File: src/rtl/datapath_sequencer.sv
// datapath_sequencer: Moore control FSM sequencing register-file/ALU datapath loads per instruction.
// Define DPSEQ_ILLEGAL_TRAP_EN to trap illegal instructions in ERR until reset.
module datapath_sequencer (
    input  logic       clk,
    input  logic       reset,
    input  logic       s,
    input  logic [2:0] opcode,
    input  logic [1:0] op,
    output logic [2:0] nsel,
    output logic       loada,
    output logic       loadb,
    output logic       loadc,
    output logic       loads,
    output logic       asel,
    output logic       bsel,
    output logic [1:0] vsel,
    output logic       write,
    output logic       w,
    output logic       err,
    output logic [7:0] icount
);
    typedef enum logic [2:0] {WAIT, DECODE, GET_A, GET_B, COMPUTE, WRITE_IMM, WRITE_REG, ERR} state_t;
`ifdef DPSEQ_ILLEGAL_TRAP_EN
    localparam state_t ILL = ERR;
`else
    localparam state_t ILL = WAIT;
`endif
    state_t state, state_n;
    logic [2:0] opc_q;
    logic [1:0] op_q;
    logic is_mov, is_alu, is_cmp, legal, one_src, retire;
    assign is_mov  = opc_q == 3'b110;
    assign is_alu  = opc_q == 3'b101;
    assign is_cmp  = is_alu && op_q == 2'b01;
    assign legal   = is_alu || (is_mov && !op_q[0]);
    // MOV Rd,Rm and MVN take only the B operand, so they skip GET_A
    assign one_src = (is_mov && op_q == 2'b00) || (is_alu && op_q == 2'b11);
    assign retire  = state_n == WAIT && (state == WRITE_IMM || state == WRITE_REG || state == COMPUTE);
    always_ff @(posedge clk or negedge reset) begin
        if (!reset) begin
            state  <= WAIT;
            opc_q  <= 3'b000;
            op_q   <= 2'b00;
            icount <= 8'd0;
        end else begin
            state <= state_n;
            if (state == WAIT && s) begin
                opc_q <= opcode;
                op_q  <= op;
            end
            if (retire)
                icount <= icount + 8'd1;
        end
    end
    always_comb begin
        state_n = state;
        case (state)
            WAIT:      state_n = s ? DECODE : WAIT;
            DECODE:    state_n = !legal ? ILL : (is_mov && op_q[1]) ? WRITE_IMM : one_src ? GET_B : GET_A;
            GET_A:     state_n = GET_B;
            GET_B:     state_n = COMPUTE;
            COMPUTE:   state_n = is_cmp ? WAIT : WRITE_REG;
            WRITE_IMM: state_n = WAIT;
            WRITE_REG: state_n = WAIT;
            default:   state_n = state;
        endcase
    end
    assign nsel  = (state == GET_A || state == WRITE_IMM) ? 3'b100 :
                   state == GET_B ? 3'b001 :
                   state == WRITE_REG ? 3'b010 : 3'b000;
    assign loada = state == GET_A;
    assign loadb = state == GET_B;
    assign loadc = state == COMPUTE && !is_cmp;
    assign loads = state == COMPUTE && is_cmp;
    assign asel  = state == COMPUTE && one_src;
    assign bsel  = 1'b0;
    assign vsel  = {1'b0, state == WRITE_IMM};
    assign write = state == WRITE_IMM || state == WRITE_REG;
    assign w     = state == WAIT;
    assign err   = state == ERR;
endmodule

File: config.mk
export PLATFORM = sky130hd
export DESIGN_NAME = datapath_sequencer
export DESIGN_NICKNAME = d
export VERILOG_FILES = /design/src/rtl/datapath_sequencer.sv
export SDC_FILE = /design/constraint.sdc
export NUM_CORES = 1
export LEC_CHECK = 0
export BUFFER_PORTS_ARGS = -buffer_cell sky130_fd_sc_hd__buf_2
export CELL_PAD_IN_SITES_DETAIL_PLACEMENT = 1
export CELL_PAD_IN_SITES_GLOBAL_PLACEMENT = 1
export CORE_MARGIN = 2
export CORE_UTILIZATION = 33
export DETAILED_ROUTE_END_ITERATION = 12
export HOLD_SLACK_MARGIN = 0.06
export PLACE_DENSITY = 0.84
export RECOVER_POWER = 50
export REMOVE_ABC_BUFFERS = 1
export SLEW_MARGIN = 0
export SYNTH_ARGS = -nofsm -noshare
export SYNTH_HDL_FRONTEND = slang
export SYNTH_SLANG_ARGS = --single-unit
File: constraint.sdc
create_clock -name clk -period 1.2 [get_ports clk]
set_input_delay 0.06 -clock clk [delete_from_list [all_inputs] [get_ports clk]]
set_output_delay 0.06 -clock clk [all_outputs]
set_load 0.01 [all_outputs]
==> results of run 1 <==
[per-stage QoR]
| step | instance area (um2) | hold WS, ns |
|---|---|---|
| 2_1_floorplan | 928 | -0.236 |
| 3_3_place_gp | 1270 | -0.0118 |
| 3_5_place_dp | 1270 | -0.00402 |
| 4_1_cts | 1720 | 0.183 |
| 5_1_grt | 1930 | 0.176 |
| 6_report | 1930 | 0.177 |
[where the power goes]
group	switching, mW	leakage (nW)	internal [mW]	total [mW]
registers	0.225	0.198	0.774	0.999
clock network	0.203	0.0138	0.117	0.320
logic	2.36	0.722	2.35	4.71
[path summary, 6_finish.rpt]
kind / end / slack [ns] / from / cells past startpoint
min in group asynchronous: state[1] / 0.44 / reset / 2
setup / recovery: asel / -0.51 / op_q[0] / 4
max in group asynchronous: icount[5] / 0.15 / reset / 2
hold / removal: state[0] / 0.18 / s / 4
setup reg to reg: icount[3] / -0.48 / op_q[0] / 6
hold reg to reg: icount[7] / 0.49 / icount[7] / 1
[worst reg2reg max path: stages, from the launching register on]
cell and delay, ns:
dfrtp_1 0.44, buf_6 0.13, and3b_2 0.23, buf_6 0.14
a32oi_4 0.33, nor2_1 0.11, xor2_1 0.16
[area by class of cell]
type,count,area (um2),share of cell area
clock buffer,3,22.5,0.0116
inverter,2,7.51,0.00388
timing repair buffer,80,678,0.351
sequential,16,400,0.207
multi-input combinational,81,787,0.407
tap,31,38.8,0.0201
[per-layer routing]
metal / vias up / wire length [um] / global-route usage
met2: 52 / 2820 / 0.506
met5: - / 0 / 0
met4: 0 / 163 / 0.130
li1: 513 / - / -
met1: 629 / 2120 / 0.312
met3: 14 / 247 / 0.0536
[logic make-up (layout without fill, tap and decap cells)]
group	count (synthesis)	in the layout	share of synthesized area
xor+xnor	8	8	0.0721
fa+ha+maj	1	1	0.0129
compound gates	18	18	0.121
simple gates	48	48	0.275
buf+inv	9	85	0.0566
flops	16	16	0.412
other cells	1	2	0.00386
mux	4	4	0.0463
[placed cells by master, fill, tap and decap left out, types with 2 or more instances in the layout]
| cell type | instances |
|---|---|
| buf_4 | 27 |
| buf_6 | 25 |
| buf_2 | 19 |
| dfrtp_1 | 16 |
| nand2_1 | 7 |
| nor2_4 | 6 |
| dlygate4sd3_1 | 6 |
| xor2_1 | 5 |
| nand2_4 | 4 |
| nand3_1 | 4 |
| mux2_4 | 4 |
| nor2_2 | 3 |
| a21oi_4 | 3 |
| nor2_1 | 3 |
| clkbuf_4 | 3 |
| nor3b_4 | 2 |
| a21oi_2 | 2 |
| o21ai_2 | 2 |
| nor2b_1 | 2 |
| a31oi_2 | 2 |
| and4_1 | 2 |
| a211oi_2 | 2 |
| conb_1 | 2 |
[what timing repair did]
action                                 in CTS  in global routing
resized for setup                          54                 38
endpoints found under the hold margin      21                  0
setup buffers                              19                  6
setup endpoints to repair                  28                 28
hold buffers                                6                  0
pin swaps                                  22                 15
[sequential cells by signal, summed over array words and instances (netlist names)]
| signal | count |
|---|---|
| op_q | 2 |
| state | 3 |
| opc_q | 3 |
| icount | 8 |
==> qor.yml, run 1 <==
outcome:
  status: "finished with violations"
  violations: "setup timing"
layout:
  instances_no_fill: 213
  synthToLayoutAreaGrowth_pct: 99.0
  drive_gt1_frac: 0.665
  nFillCells: 279
  nNetsFinal: 193
  diodes: 0
  final_util: 0.695
timing:
  fin_skew_ns: 0.0217
  finalCritPeriodShare: 1.42
  setup_violations: 28
  rsz0062_at_grt: "yes"
  slew_viol_final: 0
  min_period_ns: 1.71
  setup_tns_ns: -9.75
  relSlewSlack: 0.358
  timing.fmax_mhz: 586
  worst_pin_slew_ns: 0.963
  final-hold-violation-count: 0
  worst_slack_ns: -0.506
critical_path:
  crit_fanout: 2
  cp.arrival_ns: 1.65
  start_kind: "flop"
  path_buf_inv: 1
  path_cells: "or3b_4 > o21ai_1 > and4_1 > buf_2"
  critical_path_class: "reg2out"
  cpPeakStageDelay_ns: 0.44
  required_ns: 1.14
  critPathCaptureType: "output port"
  cp_top_family: "simple AND/OR/NAND/NOR gates"
  crit_path_top_delay_cell: "dfrtp_1"
power_and_ir_drop:
  power_density_nw_per_um2: 3120
  totalPowerFinal_mw: 6.03
  p_leak_nw: 0.934
  ir_drop_uv: 2420
drt:
  drtAntennaViolNets: 0
  first_pass_iters: 4
  wl_per_cell_um: 25.2
  vias: 1208
  drt_wl_total_um: 5360
  drc: 0
  viasPerCell: 5.67
  drt-initial-drc-count: 76
clocking:
  cts_tree: "yes"
  cts.reportedPaths.clkPinSlew_ns: 0.12
  htree_num_levels: 1
  clockBufferDepth: 2
  cts.sinks: 16
  cts_buffers: 3
  cts_root_buf: "clkbuf_4"
  worstSkewPairLatency_ns: 0.31
yosys:
  synth-seq-cells: 16
  synth_most_common_cell: "dfrtp_1"
  ys.flop_type: "dfrtp_1"
  synth_commonest_cells: "dfrtp_1, nor2_1, nand2_1"
  yosysSeqAreaShare: 0.412
  postSynthAreaPerCell_um2: 9.26
  yosysWarnings: 0
  syn_area_um2: 972
  synth_cell_type_count: 36
  yosys-top-cells-area: "dfrtp_1, xor2_1, mux2_2"
  synthArstFlopShare: 1.00
  synth_cells: 105
  yosysTopAreaCell: "dfrtp_1"
  synth_edf_count: 0
  synth_top_area_share: 0.412
placed_design:
  post-place-ws_ns: -0.173
  io_buffers: 27
  dp_cells: 180
  dp_hpwl_um: 2100
  gp_congestion: 0.822
worst_hold_path:
  hold_path.class: "in2reg"
floorplanning:
  core_um2: 2780
  row_count: 19
  start_util: 0.350
  die_y_um: 58.3
  fp.dieW_um: 58.3
  dieArea_um2: 3400
  pin_count: 30
global_routing:
  grt_pass1_vias: 1244
  overflow: 0
  grtUsageTotal: 0.279
  antenna_found_initial: 0
  grt_max_degree: 17
  grt_pass1_wl_um: 6750
flow_run:
  maxCapViolCount: 0
Power figures use the tool's default switching activity.
==> run 2, diff against run 1 <==
--- a/config.mk
+++ b/config.mk
@@ -15,6 +15,7 @@
 export PLACE_DENSITY = 0.84
 export RECOVER_POWER = 50
 export REMOVE_ABC_BUFFERS = 1
+export SKIP_CTS_REPAIR_TIMING = 1
 export SLEW_MARGIN = 0
 export SYNTH_ARGS = -nofsm -noshare
 export SYNTH_HDL_FRONTEND = slang
==> run 2 against run 1 <==
  * The run still ends with setup timing left
  * Utilization decreased by 9.4 points
  * Power fell by 17%
  * Cell area down 14%
  * Register-to-register slack improved by 0.13 ns
  * Critical endpoint unchanged
==> qor.yml, run 2 (same netlist as run 1, synthesis figures left out) <==
timing:
  worst_slack_ns: -0.441
  setup_violations: 28
  rsz0062_at_grt: "yes"
  finalCritPeriodShare: 1.37
  min_period_ns: 1.64
  relSlewSlack: 0.416
  hold_ws_ns: 0.233
  fin_skew_ns: 0.00142
  worst_pin_slew_ns: 0.876
  timing.fmax_mhz: 609
  final-hold-violation-count: 0
  slew_viol_final: 0
  setup_tns_ns: -6.80
placed_design:
  io_buffers: 27
  dp_hpwl_um: 2100
  gp_congestion: 0.822
  dpl_cell_area_um2: 1270
  dp_cells: 180
layout:
  diodes: 0
  final_util: 0.601
  drive_gt1_frac: 0.585
  layout.cells.most_common: "buf_4"
  top_register: "icount"
  final_cell_mix: "buf_4, buf_2, dfrtp_1, buf_6, nand2_1"
  design_area_um2: 1670
  largest_reg_flops: 8
  top_regs: "icount (8), opc_q (3), state (3)"
  nNetsFinal: 182
  instances_no_fill: 202
  synthToLayoutAreaGrowth_pct: 72.1
drt:
  first_pass_iters: 4
  drt_wl_total_um: 4030
  wl_per_cell_um: 19.9
  vias: 1102
  drt-initial-drc-count: 29
  drc: 0
  drtAntennaViolNets: 0
  viasPerCell: 5.46
power_and_ir_drop:
  power_density_nw_per_um2: 2990
  p_leak_nw: 0.826
  ir_drop_uv: 1870
  p_seq_frac: 0.203
  p_int_mw: 2.76
  switchingPower_mw: 2.24
  clockPowerShare: 0.059
  p_sw_frac: 0.448
  p_comb_frac: 0.738
floorplanning:
  row_count: 19
  core_um2: 2780
  fp.dieW_um: 58.3
  start_util: 0.350
  pin_count: 30
  die_y_um: 58.3
  dieArea_um2: 3400
clocking:
  cts_tree: "yes"
  clockBufferDepth: 2
  htree_num_levels: 1
  worstSkewPairLatency_ns: 0.30
  cts_root_buf: "clkbuf_4"
  cts_buffers: 3
  cts.sinks: 16
  cts.reportedPaths.clkPinSlew_ns: 0.09
critical_path:
  crit_fanout: 4
  path_cells: "or3b_4 > o21ai_2 > and4_1 > buf_2"
  start_kind: "flop"
  cp.arrival_ns: 1.58
  critical_path_class: "reg2out"
  critPathCaptureType: "output port"
  required_ns: 1.14
  crit_path_top_delay_cell: "dfrtp_1"
  cpPeakStageDelay_ns: 0.42
global_routing:
  antenna_found_initial: 0
  grt_pass1_wl_um: 4340
  grt_pass1_vias: 955
  overflow: 0
  grtUsageTotal: 0.171
  grt_max_degree: 17
worst_hold_path:
  hold_path.class: "in2reg"
flow_run:
  maxCapViolCount: 0
outcome:
  status: "finished with violations"
  violations: "setup timing"
run 2: critical path: cells and delay by family (launching register included):
kind	cells	cell delay, ns
compound gates	1	0.13
buf+inv	1	0.13
simple gates	2	0.61
flops	1	0.42
run 2: final cells by class:
| cell class | count | area [um2] |
|---|---|---|
| inverter | 2 | 7.51 |
| clock buffer | 3 | 22.5 |
| sequential | 16 | 403 |
| timing repair buffer | 69 | 524 |
| tap | 31 | 38.8 |
| multi-input combinational | 81 | 677 |
| fill | 307 | 1110 |
run 2: power by group through the flow:
| stage | Sequential, mW | Clock, mW | Combinational, mW |
|---|---|---|---|
| after floorplan | 1.17 | 0 | 0.991 |
| after global placement | 0.958 | 0 | 2.20 |
| after detailed placement | 0.986 | 0 | 2.31 |
| after CTS | 0.974 | 0.296 | 2.32 |
| after global routing | 1.04 | 0.331 | 3.89 |
| final | 1.01 | 0.294 | 3.69 |
run 2: routing by layer:
metal  wire length (um)  track usage
met5                  0            0
met1               1490        0.203
met3                182       0.0513
met2               2180        0.289
met4                172       0.0631
run 2: per-stage QoR:
stage               setup WS (ns)  total power, mW
floorplan                  -0.309             2.16
global placement           -0.113             3.16
detailed placement         -0.173             3.29
CTS                        -0.478             3.59
global route               -0.504             5.26
finish                     -0.441             4.99
run 2: worst paths after layout:
check | slack (ns) | depth (start not counted) | from | end
setup / recovery | -0.44 | 4 | opc_q[0] | asel
hold / removal | 0.23 | 4 | s | opc_q[0]
setup reg to reg | -0.35 | 4 | state[1] | state[0]
hold reg to reg | 0.48 | 1 | icount[7] | icount[7]
max in group asynchronous | 0.22 | 2 | reset | state[0]
min in group asynchronous | 0.39 | 2 | reset | state[1]
==> run 3, diff against run 2 <==
--- a/config.mk
+++ b/config.mk
@@ -5,14 +5,15 @@
 export SDC_FILE = /design/constraint.sdc
 export NUM_CORES = 1
 export LEC_CHECK = 0
+export ABC_AREA = 1
 export BUFFER_PORTS_ARGS = -buffer_cell sky130_fd_sc_hd__buf_2
 export CELL_PAD_IN_SITES_DETAIL_PLACEMENT = 1
 export CELL_PAD_IN_SITES_GLOBAL_PLACEMENT = 1
-export CORE_MARGIN = 2
-export CORE_UTILIZATION = 33
+export CORE_MARGIN = 4
+export CORE_UTILIZATION = 35
 export DETAILED_ROUTE_END_ITERATION = 12
 export HOLD_SLACK_MARGIN = 0.06
-export PLACE_DENSITY = 0.84
+export PLACE_DENSITY = 0.88
 export RECOVER_POWER = 50
 export REMOVE_ABC_BUFFERS = 1
 export SKIP_CTS_REPAIR_TIMING = 1
==> constraint.sdc (replaced) <==
create_clock -name clk -period 1.8 [get_ports clk]
set_input_delay 0.09 -clock clk [delete_from_list [all_inputs] [get_ports clk]]
set_output_delay 0.09 -clock clk [all_outputs]
set_load 0.01 [all_outputs]
==> run 3 against run 2 <==
  * The flow now finishes without violations
  * Sequential share of layout area rose by 10 points
  * Area after synthesis fell by 0.51%
  * First-iteration DRC count rose by 10%
  * Register-to-register slack improved by 0.61 ns
  * Largest cell class unchanged
==> qor.yml, run 3 <==
timing:
  timing.fmax_mhz: 648
  final-hold-violation-count: 0
  fin_skew_ns: 0.00935
  rsz0062_at_grt: "no"
  relSlewSlack: 0.422
  setup_tns_ns: 0
  finalCritPeriodShare: 0.858
  min_period_ns: 1.54
  worst_pin_slew_ns: 0.867
  slew_viol_final: 0
  hold_ws_ns: 0.0376
  setup_violations: 0
drt:
  vias: 957
  viasPerCell: 4.93
  drt-initial-drc-count: 32
  drtAntennaViolNets: 0
  drc: 0
  wl_per_cell_um: 12.9
  first_pass_iters: 4
  drt_wl_total_um: 2500
worst_hold_path:
  hold_path.class: "in2reg"
layout:
  design_area_um2: 1170
  final_cell_mix: "nand2_1, inv_1, buf_2, nor2_1, dfrtp_1"
  top_regs: "icount (8), opc_q (3), state (3)"
  drive_gt1_frac: 0.177
  instances_no_fill: 194
  largest_reg_flops: 8
  synthToLayoutAreaGrowth_pct: 21.2
  nNetsFinal: 174
  layout.cells.most_common: "nand2_1"
  top_register: "icount"
  nFillCells: 361
  diodes: 0
yosys:
  synth_top_area_share: 0.414
  synth_cell_type_count: 22
  synth_cells: 132
  postSynthAreaPerCell_um2: 7.33
  syn_area_um2: 967
  yosysTopAreaCell: "dfrtp_1"
  synth_commonest_cells: "nand2_1, inv_1, nor2_1"
  synth_edf_count: 0
  synth-seq-cells: 16
  synth_most_common_cell: "nand2_1"
  yosysWarnings: 0
  yosys-top-cells-area: "dfrtp_1, nand2_1, inv_1"
  yosysSeqAreaShare: 0.414
  synthArstFlopShare: 1.00
  ys.flop_type: "dfrtp_1"
global_routing:
  overflow: 0
  antenna_found_initial: 0
  grt_pass1_vias: 980
  grt_pass1_wl_um: 4410
  grtUsageTotal: 0.157
  grt_max_degree: 17
critical_path:
  crit_fanout: 15
  required_ns: 1.95
  cp.arrival_ns: 1.70
  critPathCaptureType: "flop"
  start_kind: "flop"
  critical_path_class: "reg2reg"
floorplanning:
  row_count: 18
  dieArea_um2: 3670
  start_util: 0.380
  fp.dieW_um: 60.6
  pin_count: 30
  die_y_um: 60.6
  core_um2: 2540
power_and_ir_drop:
  power_density_nw_per_um2: 1430
  ir_drop_uv: 678
  p_leak_nw: 0.607
clocking:
  worstSkewPairLatency_ns: 0.29
  cts.sinks: 16
  htree_num_levels: 1
  cts_buffers: 3
  cts_root_buf: "clkbuf_4"
  cts_tree: "yes"
  clockBufferDepth: 2
  cts.reportedPaths.clkPinSlew_ns: 0.10
placed_design:
  io_buffers: 27
  dp_cells: 187
  dpl_cell_area_um2: 1120
  gp_congestion: 0.777
  dp_hpwl_um: 1960
outcome:
  status: "finished clean"
flow_run:
  maxCapViolCount: 0
==> run 3: cell count changes in the layout (fill, tap and decap cells not counted), moves of 6 or more <==
cell and delta:
buf_4 -25, buf_6 -14, clkbuf_1 +8, inv_1 +18
nand2_1 +28, nand3_1 +6, nor2_1 +12
==> run 3: worst paths after layout <==
path                            startpoint        end  slack (ns)  cells after the start
worst max register to register    opc_q[2]  icount[5]        0.26                      7
worst min-delay path                 op[1]    op_q[1]        0.04                      3
max in group asynchronous            reset  icount[2]        0.85                      2
min in group asynchronous            reset  icount[4]        0.42                      2
worst max-delay path              opc_q[2]  icount[5]        0.26                      7
worst min register to register    opc_q[2]   opc_q[2]        0.55                      2
==> run 3: cell type report <==
cell class | instances | area (um2) | share of cell area
Timing Repair Buffer | 30 | 154 | 0.131
Sequential cell | 16 | 400 | 0.342
Clock buffer | 4 | 36.3 | 0.0309
Tap cell | 30 | 37.5 | 0.0320
Multi-Input combinational cell | 93 | 465 | 0.397
Inverter | 21 | 78.8 | 0.0672
==> run 3: worst max-delay path, cell delays in order (launching register included) <==
cell and delay [ns]:
dfrtp_1 0.40, nand2_1 0.07, nor2_1 0.17, nand2_1 0.16
nand2_2 0.13, o211ai_2 0.26, nand2_1 0.13, o21ai_0 0.09
==> run 3: power by group <==
group | internal [mW] | switching, mW
Sequential | 0.487 | 0.187
Combinational | 0.265 | 0.493
Clock | 0.123 | 0.116
==> run 3: metal layers <==
layer  global-route usage  share of wire
met5                    0              0
met1                0.202           0.44
met3               0.0255          0.060
met4               0.0464         0.0052
met2                0.269           0.50
==> run 3: kinds of logic (layout without fill, tap and decap cells) <==
family / Yosys count / in the layout / synth area share
buf+inv: 24 / 55 / 0.109
xor+xnor: 5 / 5 / 0.0453
other cells: 1 / 2 / 0.00388
compound gates: 16 / 16 / 0.106
flops: 16 / 16 / 0.414
simple gates: 69 / 69 / 0.309
fa+ha+maj: 1 / 1 / 0.0129
==> run 3: metrics by stage <==
step / util / setup slack [ns] / power [mW]
5_1_grt: 0.461 / 0.0897 / 1.85
6_report: 0.461 / 0.256 / 1.67
2_1_floorplan: - / 0.494 / 1.16
3_3_place_gp: 0.439 / 0.370 / 1.39
4_1_cts: 0.453 / 0.239 / 1.70
3_5_place_dp: 0.439 / 0.249 / 1.45
